<file path="config.mk">
export PLATFORM = sky130hd
export DESIGN_NAME = if_stage_flat
export DESIGN_NICKNAME = d
export VERILOG_FILES = /design/src/rtl/if_stage_pkg.sv /design/src/rtl/if_stage_if.sv /design/src/rtl/if_stage_if_id.sv /design/src/rtl/if_stage.sv /design/src/flat_wrapper.sv
export SDC_FILE = /design/constraint.sdc
export NUM_CORES = 1
export LEC_CHECK = 0
export BUFFER_PORTS_ARGS = -buffer_cell sky130_fd_sc_hd__clkbuf_2
export CAP_MARGIN = 20
export CORE_ASPECT_RATIO = 1.4
export CORE_MARGIN = 4
export CORE_UTILIZATION = 48
export CTS_BUF_LIST = sky130_fd_sc_hd__clkbuf_8
export CTS_CLUSTER_DIAMETER = 150
export DETAILED_ROUTE_END_ITERATION = 8
export PLACE_DENSITY = 0.79
export SYNTH_ARGS = -nofsm -noshare
export SYNTH_HDL_FRONTEND = slang
export SYNTH_SLANG_ARGS = --single-unit
export TNS_END_PERCENT = 100
</file>
<file path="constraint.sdc">
create_clock -name clk -period 2.07 [get_ports clk]
set_input_delay 0.414 -clock clk [delete_from_list [all_inputs] [get_ports clk]]
set_output_delay 0.414 -clock clk [all_outputs]
set_load 0.1 [all_outputs]
</file>
<file path="src/rtl/if_stage_pkg.sv">
// if_stage_pkg: shared widths, control encodings and helper types for the
// instruction fetch stage (if_stage) and its IF/ID register (if_stage_if_id).
// Optional feature macro: IF_ADDR_EXCP_EN (instruction address exception).
package if_stage_pkg;

    localparam int unsigned InstAddrBus = 32;
    localparam int unsigned InstBus     = 32;

    typedef logic [InstAddrBus-1:0] inst_addr_t;
    typedef logic [InstBus-1:0]     inst_t;

    localparam inst_t ZeroWord    = '0;
    localparam logic  RstEnable   = 1'b1;
    localparam logic  ChipEnable  = 1'b1;
    localparam logic  ChipDisable = 1'b0;
    localparam logic  Stop        = 1'b1;
    localparam logic  NoStop      = 1'b0;

    // Stall vector bit positions.
    localparam int unsigned STALL_PC = 0;
    localparam int unsigned STALL_IF = 1;
    localparam int unsigned STALL_ID = 2;

    // Exception-type bit flagged for a misaligned fetch address.
    localparam int unsigned EXC_INST_ADDR_BIT = 13;

    // One-entry pending branch captured while the PC is stalled.
    typedef struct packed {
        logic       valid;
        inst_addr_t target;
    } pend_br_t;

    function automatic logic is_misaligned(input inst_addr_t addr);
        return addr[1:0] != 2'b00;
    endfunction

endpackage

</file>
<file path="src/rtl/if_stage_if.sv">
// if_stage_if: fetch-side bus of the IF stage.
//   pc, ce          : fetch address / chip enable towards the instruction ROM
//   rom_inst_i      : instruction returned combinationally by the ROM
//   id_pc, id_inst  : IF/ID register contents towards decode
//   id_excepttype   : IF/ID exception word (only with IF_ADDR_EXCP_EN)
// master = if_stage, slave = ROM / decode side.
interface if_stage_if;
    import if_stage_pkg::*;

    inst_addr_t  pc;
    logic        ce;
    inst_t       rom_inst_i;
    inst_addr_t  id_pc;
    inst_t       id_inst;
`ifdef IF_ADDR_EXCP_EN
    logic [31:0] id_excepttype;

    modport master (output pc, ce, id_pc, id_inst, id_excepttype, input rom_inst_i);
    modport slave  (input pc, ce, id_pc, id_inst, id_excepttype, output rom_inst_i);
`else
    modport master (output pc, ce, id_pc, id_inst, input rom_inst_i);
    modport slave  (input pc, ce, id_pc, id_inst, output rom_inst_i);
`endif

endinterface

</file>
<file path="src/rtl/if_stage_if_id.sv">
// if_stage_if_id: IF/ID pipeline register.
// Ports:
//   clk, rst          : clock, synchronous active-high reset
//   ce                : fetch chip enable (0 -> bubble, ROM is off)
//   flush             : exception flush, forces a bubble
//   stall_if/stall_id : stall bits for IF and ID
//   if_pc, if_inst    : current fetch address and ROM word
//   id_pc, id_inst    : registered outputs to decode
//   id_excepttype     : exception word (only with IF_ADDR_EXCP_EN)
// Optional feature macro: IF_ADDR_EXCP_EN.
module if_stage_if_id
    import if_stage_pkg::*;
(
    input  logic        clk,
    input  logic        rst,
    input  logic        ce,
    input  logic        flush,
    input  logic        stall_if,
    input  logic        stall_id,
    input  inst_addr_t  if_pc,
    input  inst_t       if_inst,
    output inst_addr_t  id_pc,
    output inst_t       id_inst
`ifdef IF_ADDR_EXCP_EN
    ,
    output logic [31:0] id_excepttype
`endif
);

    inst_addr_t id_pc_q;
    inst_t      id_inst_q;

    // Bubble covers reset, flush, ROM disabled, and IF stalled while ID runs.
    logic bubble;
    logic load;

    always_comb begin
        bubble = (rst == RstEnable) || flush || (ce == ChipDisable) ||
                 ((stall_if == Stop) && (stall_id == NoStop));
        load   = !bubble && (stall_if == NoStop);
    end

`ifdef IF_ADDR_EXCP_EN
    logic [31:0] exc_q;
    logic        bad_addr;

    always_comb bad_addr = is_misaligned(if_pc);

    always_ff @(posedge clk) begin
        if (bubble) begin
            id_pc_q   <= '0;
            id_inst_q <= ZeroWord;
            exc_q     <= '0;
        end else if (load) begin
            id_pc_q   <= if_pc;
            // A misaligned fetch carries no instruction, only the exception.
            id_inst_q <= bad_addr ? ZeroWord : if_inst;
            exc_q     <= '0;
            if (bad_addr) exc_q[EXC_INST_ADDR_BIT] <= 1'b1;
        end
    end

    assign id_excepttype = exc_q;
`else
    always_ff @(posedge clk) begin
        if (bubble) begin
            id_pc_q   <= '0;
            id_inst_q <= ZeroWord;
        end else if (load) begin
            id_pc_q   <= if_pc;
            id_inst_q <= if_inst;
        end
    end
`endif

    assign id_pc   = id_pc_q;
    assign id_inst = id_inst_q;

endmodule

</file>
<file path="src/rtl/if_stage.sv">
// if_stage: instruction fetch stage -- PC register, pending-branch buffer and
// the IF/ID register (sub-module if_stage_if_id).
// Ports:
//   clk, rst                  : clock, synchronous active-high reset
//   stall[5:0]                : pipeline stall vector (0=PC, 1=IF, 2=ID)
//   flush, new_pc             : exception redirect and target
//   branch_flag_i,
//   branch_target_address_i   : branch redirect from decode
//   bus (if_stage_if.master)  : pc/ce to ROM, rom_inst_i back, id_pc/id_inst
//                               (and id_excepttype) to decode
// Parameter RESET_PC: first fetch address after reset.
// Optional feature macro: IF_ADDR_EXCP_EN.
module if_stage
    import if_stage_pkg::*;
#(
    parameter inst_addr_t RESET_PC = 32'h0000_0000
)(
    input  logic       clk,
    input  logic       rst,
    input  logic [5:0] stall,
    input  logic       flush,
    input  inst_addr_t new_pc,
    input  logic       branch_flag_i,
    input  inst_addr_t branch_target_address_i,
    if_stage_if.master bus
);

    inst_addr_t pc_q;
    logic       ce_q;
    pend_br_t   pend_q;

    // A branch arriving while the PC is stalled is parked in pend_q and taken
    // on the first unstalled edge; a live branch on that edge is newer and
    // therefore wins over the parked one.
    always_ff @(posedge clk) begin
        if (rst == RstEnable) begin
            ce_q   <= ChipDisable;
            pc_q   <= RESET_PC;
            pend_q <= '0;
        end else begin
            ce_q <= ChipEnable;
            if (ce_q == ChipDisable) begin
                pc_q   <= RESET_PC;
                pend_q <= '0;
            end else if (flush) begin
                pc_q   <= new_pc;
                pend_q <= '0;
            end else if (stall[STALL_PC] == Stop) begin
                if (branch_flag_i) begin
                    pend_q <= '{valid: 1'b1, target: branch_target_address_i};
                end
            end else if (branch_flag_i) begin
                pc_q   <= branch_target_address_i;
                pend_q <= '0;
            end else if (pend_q.valid) begin
                pc_q   <= pend_q.target;
                pend_q <= '0;
            end else begin
                pc_q <= pc_q + 32'd4;
            end
        end
    end

    assign bus.pc = pc_q;
    assign bus.ce = ce_q;

    inst_addr_t id_pc_w;
    inst_t      id_inst_w;
`ifdef IF_ADDR_EXCP_EN
    logic [31:0] id_exc_w;
`endif

    if_stage_if_id u_if_id (
        .clk           (clk),
        .rst           (rst),
        .ce            (ce_q),
        .flush         (flush),
        .stall_if      (stall[STALL_IF]),
        .stall_id      (stall[STALL_ID]),
        .if_pc         (pc_q),
        .if_inst       (bus.rom_inst_i),
        .id_pc         (id_pc_w),
        .id_inst       (id_inst_w)
`ifdef IF_ADDR_EXCP_EN
        ,
        .id_excepttype (id_exc_w)
`endif
    );

    assign bus.id_pc   = id_pc_w;
    assign bus.id_inst = id_inst_w;
`ifdef IF_ADDR_EXCP_EN
    assign bus.id_excepttype = id_exc_w;
`endif

endmodule

</file>
<file path="src/flat_wrapper.sv">
// flat-port wrapper written by rule: the top's interface ports become plain ports
module if_stage_flat import if_stage_pkg::*;
#(
    parameter inst_addr_t RESET_PC = 32'h0000_0000
)
  (clk, rst, stall, flush, new_pc, branch_flag_i, branch_target_address_i, bus_pc, bus_ce, bus_id_pc, bus_id_inst, bus_rom_inst_i);
  if_stage_if bus_i ();
  input  logic clk;
  input  logic rst;
  input  logic [5:0] stall;
  input  logic flush;
  input  inst_addr_t new_pc;
  input  logic branch_flag_i;
  input  inst_addr_t branch_target_address_i;
  output wire logic [$bits(bus_i.pc)-1:0] bus_pc;
  output wire logic [$bits(bus_i.ce)-1:0] bus_ce;
  output wire logic [$bits(bus_i.id_pc)-1:0] bus_id_pc;
  output wire logic [$bits(bus_i.id_inst)-1:0] bus_id_inst;
  input wire logic [$bits(bus_i.rom_inst_i)-1:0] bus_rom_inst_i;
  assign bus_pc = bus_i.pc;
  assign bus_ce = bus_i.ce;
  assign bus_id_pc = bus_i.id_pc;
  assign bus_id_inst = bus_i.id_inst;
  assign bus_i.rom_inst_i = bus_rom_inst_i;
  if_stage #(.RESET_PC(RESET_PC)) u_core (.clk(clk), .rst(rst), .stall(stall), .flush(flush), .new_pc(new_pc), .branch_flag_i(branch_flag_i), .branch_target_address_i(branch_target_address_i), .bus(bus_i));
endmodule
</file>
==> impl_results.md, run 1 <==
* Worst EP required at 2.38 ns
* Synth async-reset ratio at 0%
* Antenna cell count at 0
* Final hold viol count at 0
* Final Wtd Congestion at 0.888
* DRC Markers at 0
* Grt ovf at 0
* Post-synth EDFFs at 0
* Yosys warnings at 0
* Final Max Slew Viols at 0
* Initial DRC Count at 468
* Die area at 15,000 sq um
* Total power at 5920 uW
* Vias at 6,650
* Leak at 0.00316 uW
* Routed vias/inst at 5.75
* Overall fraction of global-route tracks in use at 25.4%
* Top cells by area, synth: dfxtp_1 42%, nand2_1 10%, a21oi_1 8.7%
* Num CTS Buffers at 17
* Routed Antenna Nets at 0
* CTS root buf: clkbuf_8
* Fin crit share at 90.8%
* Setup crit end kind: register
* Post-synth top area share at 41.5%
* Vert. Die Dim at 143 microns
* Total Wirelength at 19,300 microns
* Drt wl/cell at 16.7 microns
* Io pins at 203
* Fill cell count at 1,190
* Outcome: finished clean
* Max frequency at 532 MHz
* Post-CTS Setup Repair Bufs at 0
* Cell taking the most area after synthesis: dfxtp_1
* Cell Area, Synth at 6270 sq um
* Clock slew at reported path FFs at 0.08 ns
* Placed Cells at 1,125
* Max-cap violation count at 0
* NumNets Final at 1,098
* Min-delay worst type: in -> reg
* DP HPWL at 14,000 microns
* Final count of negative-setup-slack endpoints at 0
* Final Core Density at 63.1%
* FP Rows at 49
* Clk_skew at 0.0123 ns
* First-pass GRT wire length at 30,700 microns
* CTS tree: done
* Initial antenna violation count at 0
* Worst Setup Path Type: reg -> reg
* Worst Tran Pin Value at 0.728 ns
* Synth unique cells at 57
* Syn_nets at 919
* Synthesized flop and latch total at 130
* Min cycle time layout at 1.88 ns
* Slew Limit Headroom at 51.3%
* Unrepaired setup endpoints after global routing: no
* Avg Cell Area, Syn at 7.72 sq um
* Primary FF master, synth: dfxtp_1
* Sink Count at 130
* Area growth syn-to-layout at 29.1%
* PwrDens at 732 nW/um^2
* Core Area at 12,800 sq um
* Input/output buffers at 199
* H-tree level count at 4
* Largest net degree at the start of global routing at 57
* Clk buf depth at 2
* Arrival time at the worst endpoint at 2.19 ns
* CTS Hold Bufs at 0
* Critical path peak fanout at 14
* Layout cell share with drive strength beyond 1 at 31.8%
* Gate Count Post-Synth at 812
* Die W at 105 microns
* Vias in the first global route at 6,058
* Worst skew pair latency at 0.44 ns
* Starting Density at 48.9%
* Peak VDD IR at 0.000491 V
* Post-Layout Cell Count at 1,156
* CTS-repair resized insts at 0
* Crit start category: register
* Seq/Total Area, Yosys at 41.5%
* Pre-antenna DRT Iters at 5
state kept, by name (all words and copies together), names as in the netlist:
signal	cells
u_core.bus.ce	1
u_core.u_if_id.id_pc	32
u_core.u_if_id.id_inst	32
u_core.pend_q	33
u_core.bus.pc	32
Yosys cell counts, types with 9 or more instances:
cell and number:
o211ai_1 11, a221oi_1 12, nor3b_1 9, nand3_1 14, a22oi_1 34, a21oi_1 109, dfxtp_1 130, mux2_2 19
clkbuf_1 54, o21ai_0 37, inv_1 30, nand2_1 172, nor2_1 43, o21ai_1 9, a211oi_1 13, nor3_1 10
critical path: stages (launching register included):
cell	delay [ns]
dfxtp_4	0.41
ha_4	0.16
and4_1	0.24
nand3_1	0.15
buf_12	0.18
or4_1	0.46
nand2_1	0.08
a211oi_1	0.07
layout by cell type (no fill, tap or decap), types with 5 or more instances in the layout:
cell and instances:
nand3_1 14, a211oi_1 13, mux2_2 19, dfxtp_4 20
nor2_1 41, o211ai_1 11, nor3b_1 9, nor3_1 10
nor2b_1 5, buf_4 19, nor4_1 7, dfxtp_1 102
o31a_1 6, a221oi_1 12, xnor2_1 8, clkbuf_8 18
a21oi_1 109, nand2_1 170, buf_12 8, dfxtp_2 8
clkbuf_2 199, o21ai_1 8, bufinv_16 5, mux2i_1 5
a22oi_1 34, o21ai_0 37, inv_1 30, nand2b_1 5
report_power, final:
group	total (uW)	switching (uW)	leakage (uW)	internal, uW
Clock	2480	1020	0.000233	1460
Combinational	840	575	0.00185	265
Sequential	2600	66.1	0.00107	2530
Total	5920	1660	0.00316	4260
final timing paths:
path,slack [ns],start,cells after the start,endpoint
min reg2reg,0.46,u_core.u_if_id.id_inst[14]$_SDFFE_PP0P_,2,u_core.u_if_id.id_inst[14]$_SDFFE_PP0P_
max reg2reg,0.19,u_core.bus.pc[2]$_SDFFE_PP0P_,7,u_core.bus.pc[22]$_SDFFE_PP0P_
min,0.14,rst,2,u_core.bus.ce$_DFF_P_
max,0.19,u_core.bus.pc[2]$_SDFFE_PP0P_,7,u_core.bus.pc[22]$_SDFFE_PP0P_
through the flow:
stage	cell area, sq um	TNS (ns)	hold slack (ns)	setup slack [ns]
2_1_floorplan	6410	-0.0583	0.470	-0.0388
3_3_place_gp	7630	0	0.441	0.210
3_5_place_dp	7630	0	0.446	0.208
4_1_cts	8090	0	0.123	0.192
5_1_grt	8090	0	0.137	0.104
6_report	8090	0	0.135	0.190
cell families after synthesis:
group | Yosys count | share of synthesized area (%)
buffers and inverters | 96 | 6.07
multiplexers | 24 | 4.21
adder cells (fa/ha/maj) | 1 | 0.200
flip-flops | 130 | 41.5
AO/OA/AOI/OAI | 259 | 25.4
XOR/XNOR | 12 | 1.68
AND/OR/NAND/NOR | 290 | 20.9
area by class of cell:
cell class	count	area (sq um)	share of cell area [%]
sequential	130	2690	33.2
clock buffer	18	248	3.06
clock inverter	13	209	2.58
inverter	30	113	1.39
multi-input combinational	586	3340	41.3
tap	153	191	2.37
timing repair buffer	226	1300	16.1
layer usage:
| metal | up-vias | GRT usage [%] | routed length, microns |
|---|---|---|---|
| met3 | 50 | 5.70 | 1380 |
| met5 | - | 0 | 0 |
| met2 | 320 | 42.9 | 9400 |
| met1 | 3047 | 31.2 | 7870 |
| li1 | 3233 | - | - |
| met4 | 0 | 11.1 | 684 |
Power figures use the tool's default switching activity.
==> inputs of run 2 (changes only) <==
--- a/config.mk
+++ b/config.mk
@@ -5,7 +5,7 @@
 export SDC_FILE = /design/constraint.sdc
 export NUM_CORES = 1
 export LEC_CHECK = 0
-export BUFFER_PORTS_ARGS = -buffer_cell sky130_fd_sc_hd__clkbuf_2
+export BUFFER_PORTS_ARGS = -buffer_cell sky130_fd_sc_hd__buf_4
 export CAP_MARGIN = 20
 export CORE_ASPECT_RATIO = 1.4
 export CORE_MARGIN = 4
@@ -14,6 +14,7 @@
 export CTS_CLUSTER_DIAMETER = 150
 export DETAILED_ROUTE_END_ITERATION = 8
 export PLACE_DENSITY = 0.79
+export SKIP_LAST_GASP = 1
 export SYNTH_ARGS = -nofsm -noshare
 export SYNTH_HDL_FRONTEND = slang
 export SYNTH_SLANG_ARGS = --single-unit
==> run 2 against run 1 <==
  * Combinational power is 7.9% higher
  * Worst hold slack worse by 0.029 ns
  * Clock power is 12% lower
  * Critical path depth stayed put
  * Non-clock buffer count is 5 higher
  * Global-route usage is 0.053 points higher
  * Core utilization is 3.2 points higher
  * First-iteration DRC count is 9.0% higher
  * Die area stayed put
  * Sequential share of layout area is 1.6 points lower
  * Setup slack worse by 0.011 ns
  * Clock-buffer cell count is 1 lower
  * Largest power group unchanged
==> impl_results.md, run 2 (synthesis results as in run 1) <==
* Outcome: finished clean (unchanged)
* Antenna cell count at 0 (unchanged)
* Overall fraction of global-route tracks in use at 25.4% (about the same)
* CTS root buf: clkbuf_8 (unchanged)
* Leak at 0.00327 uW (was 0.00316 uW)
* Initial antenna violation count at 0 (unchanged)
* Slack of the critical path at 0.179 ns (was 0.190 ns)
* Crit path cell chain: ha_4, and4_1, nand3_1, buf_4, or4_1, nand2_1, a211oi_1 (was ha_4, and4_1, nand3_1, buf_12, or4_1, nand2_1, a211oi_1)
* Grt ovf at 0 (unchanged)
* Sink Count at 130 (unchanged)
* Number of flip-flops in the largest register at 33 (unchanged)
* Area growth syn-to-layout at 35.5% (was 29.1%)
* Final TNS setup at 0 ns (unchanged)
* Io pins at 203 (unchanged)
* Unrepaired setup endpoints after global routing: no (unchanged)
* Critical path peak fanout at 8 (was 14)
* Clk buf depth at 2 (unchanged)
* Placed Cells at 1,130 (was 1,125)
* Die area at 15,000 sq um (unchanged)
* Final Max Slew Viols at 0 (unchanged)
* Vias at 6,593 (was 6,650)
* Vias in the first global route at 5,918 (was 6,058)
* Switch share at 30.5% (was 28.1%)
* Final Wtd Congestion at 0.866 (was 0.888)
* Total Wirelength at 19,600 microns (was 19,300 microns)
* Peak VDD IR at 0.000407 V (was 0.000491 V)
* PwrDens at 669 nW/um^2 (was 732 nW/um^2)
* Max frequency at 529 MHz (was 532 MHz)
* Core Area at 12,800 sq um (unchanged)
* Worst skew pair latency at 0.45 ns (was 0.44 ns)
* Slew Limit Headroom at 46.3% (was 51.3%)
* CP max-delay cell: or4_1 (unchanged)
* Clock network power share at 38.3% (was 41.9%)
* Setup crit end kind: register (unchanged)
* Clk_skew at 0.00681 ns (was 0.0123 ns)
* WL met3 at 1430 microns (was 1380 microns)
* Max incr delay on CP at 0.49 ns (was 0.46 ns)
* FP Rows at 49 (unchanged)
* Worst Tran Pin Value at 0.785 ns (was 0.728 ns)
* Max-cap violation count at 0 (unchanged)
* Largest net degree at the start of global routing at 54 (was 57)
* Die W at 105 microns (unchanged)
* CTS tree: done (unchanged)
* Input/output buffers at 199 (unchanged)
* Fin crit share at 91.4% (was 90.8%)
* Biggest register: u_core.pend_q (unchanged)
* First-pass GRT wire length at 30,600 microns (was 30,700 microns)
* Worst EP required at 2.40 ns (was 2.38 ns)
* M1 wire length at 8010 microns (was 7870 microns)
* Pint at 3940 uW (was 4260 uW)
* Post-CTS Setup Repair Bufs at 0 (unchanged)
* Total power at 5680 uW (was 5920 uW)
* Num CTS Buffers at 17 (unchanged)
* Min-delay worst type: in -> reg (unchanged)
* Min cycle time layout at 1.89 ns (was 1.88 ns)
* Net Sw Power at 1730 uW (was 1660 uW)
* Routed vias/inst at 5.67 (was 5.75)
* Pre-antenna DRT Iters at 5 (unchanged)
* Final hold viol count at 0 (unchanged)
* Initial DRC Count at 510 (was 468)
* H-tree level count at 4 (unchanged)
* Drt wl/cell at 16.9 microns (was 16.7 microns)
* Gate power share at 16.0% (was 14.2%)
* Commonest non-fill, non-tap cell in the layout: buf_4 (was clkbuf_2)
* Crit start category: register (unchanged)
* Post-Layout Cell Count at 1,162 (was 1,156)
* Register share of total power at 45.7% (was 43.9%)
* Final count of negative-setup-slack endpoints at 0 (unchanged)
* Top Metal Used: met4 (unchanged)
* DP Worst Slack at 0.217 ns (was 0.208 ns)
* DP HPWL at 14,100 microns (was 14,000 microns)
* Worst Setup Path Type: reg -> reg (unchanged)
* Layout cell share with drive strength beyond 1 at 32.1% (was 31.8%)
* Starting Density at 48.9% (unchanged)
* DRC Markers at 0 (unchanged)
* CTS-repair resized insts at 0 (unchanged)
* Routed Antenna Nets at 0 (unchanged)
* Arrival time at the worst endpoint at 2.22 ns (was 2.19 ns)
* CTS Hold Bufs at 0 (unchanged)
* NumNets Final at 1,103 (was 1,098)
* Commonest cells after routing, fill and taps aside: 228 x buf_4, 170 x nand2_1, 109 x a21oi_1 (was 199 x clkbuf_2, 170 x nand2_1, 109 x a21oi_1)
* Clock slew at reported path FFs at 0.08 ns (about the same)
* Vert. Die Dim at 143 microns (unchanged)
* Met2 WL post-DR at 9580 microns (was 9400 microns)
==> run 2: path summary, 6_finish.rpt <==
check / slack [ns] / to / startpoint / cells after the start
worst max register to register: 0.18 / u_core.bus.pc[22]$_SDFFE_PP0P_ / u_core.bus.pc[2]$_SDFFE_PP0P_ / 7
worst max-delay path: 0.18 / u_core.bus.pc[22]$_SDFFE_PP0P_ / u_core.bus.pc[2]$_SDFFE_PP0P_ / 7
worst min register to register: 0.45 / u_core.u_if_id.id_pc[7]$_SDFFE_PP0P_ / u_core.u_if_id.id_pc[7]$_SDFFE_PP0P_ / 2
worst min-delay path: 0.11 / u_core.bus.ce$_DFF_P_ / rst / 2
==> run 2: final cells by class <==
type,count,area (sq um)
Tap cell,153,191
Multi-Input combinational cell,586,3340
Inverter,30,113
Timing Repair Buffer,231,1770
Sequential cell,130,2690
Clock buffer,17,234
Clock inverter,15,154
Fill cell,1119,4320
==> run 2: stage by stage <==
| stage | utilization (%) | cell area (sq um) | hold slack (ns) |
|---|---|---|---|
| 3_5_place_dp | 63.2 | 8100 | 0.447 |
| 5_1_grt | 66.3 | 8490 | 0.113 |
| 3_3_place_gp | 63.2 | 8100 | 0.442 |
| 4_1_cts | 66.3 | 8490 | 0.106 |
| 6_report | 66.3 | 8490 | 0.106 |
| 2_1_floorplan | - | 6410 | 0.470 |
==> run 2: worst max-delay path: cells and delay by family (launching register included) <==
family                     cells  cell delay, ns
AOI/OAI and AO/OA              1            0.06
DFF                            1            0.42
adders and majority gates      1            0.16
and+or+nand+nor                4            0.94
buffers and inverters          1            0.19
==> run 2: power groups by stage <==
stage	combinational (uW)	clock, uW	sequential [uW]
finish	906	2180	2590
global route	966	2310	2600
CTS	901	2200	2590
detailed placement	897	0	2650
global placement	892	0	2650
floorplan	328	0	2870
==> run 2: layer usage <==
metal / GRT usage (%) / vias to the layer above
li1: - / 3237
met4: 10.6 / 0
met1: 32.2 / 3034
met5: 0 / -
met3: 5.56 / 47
met2: 42.2 / 275
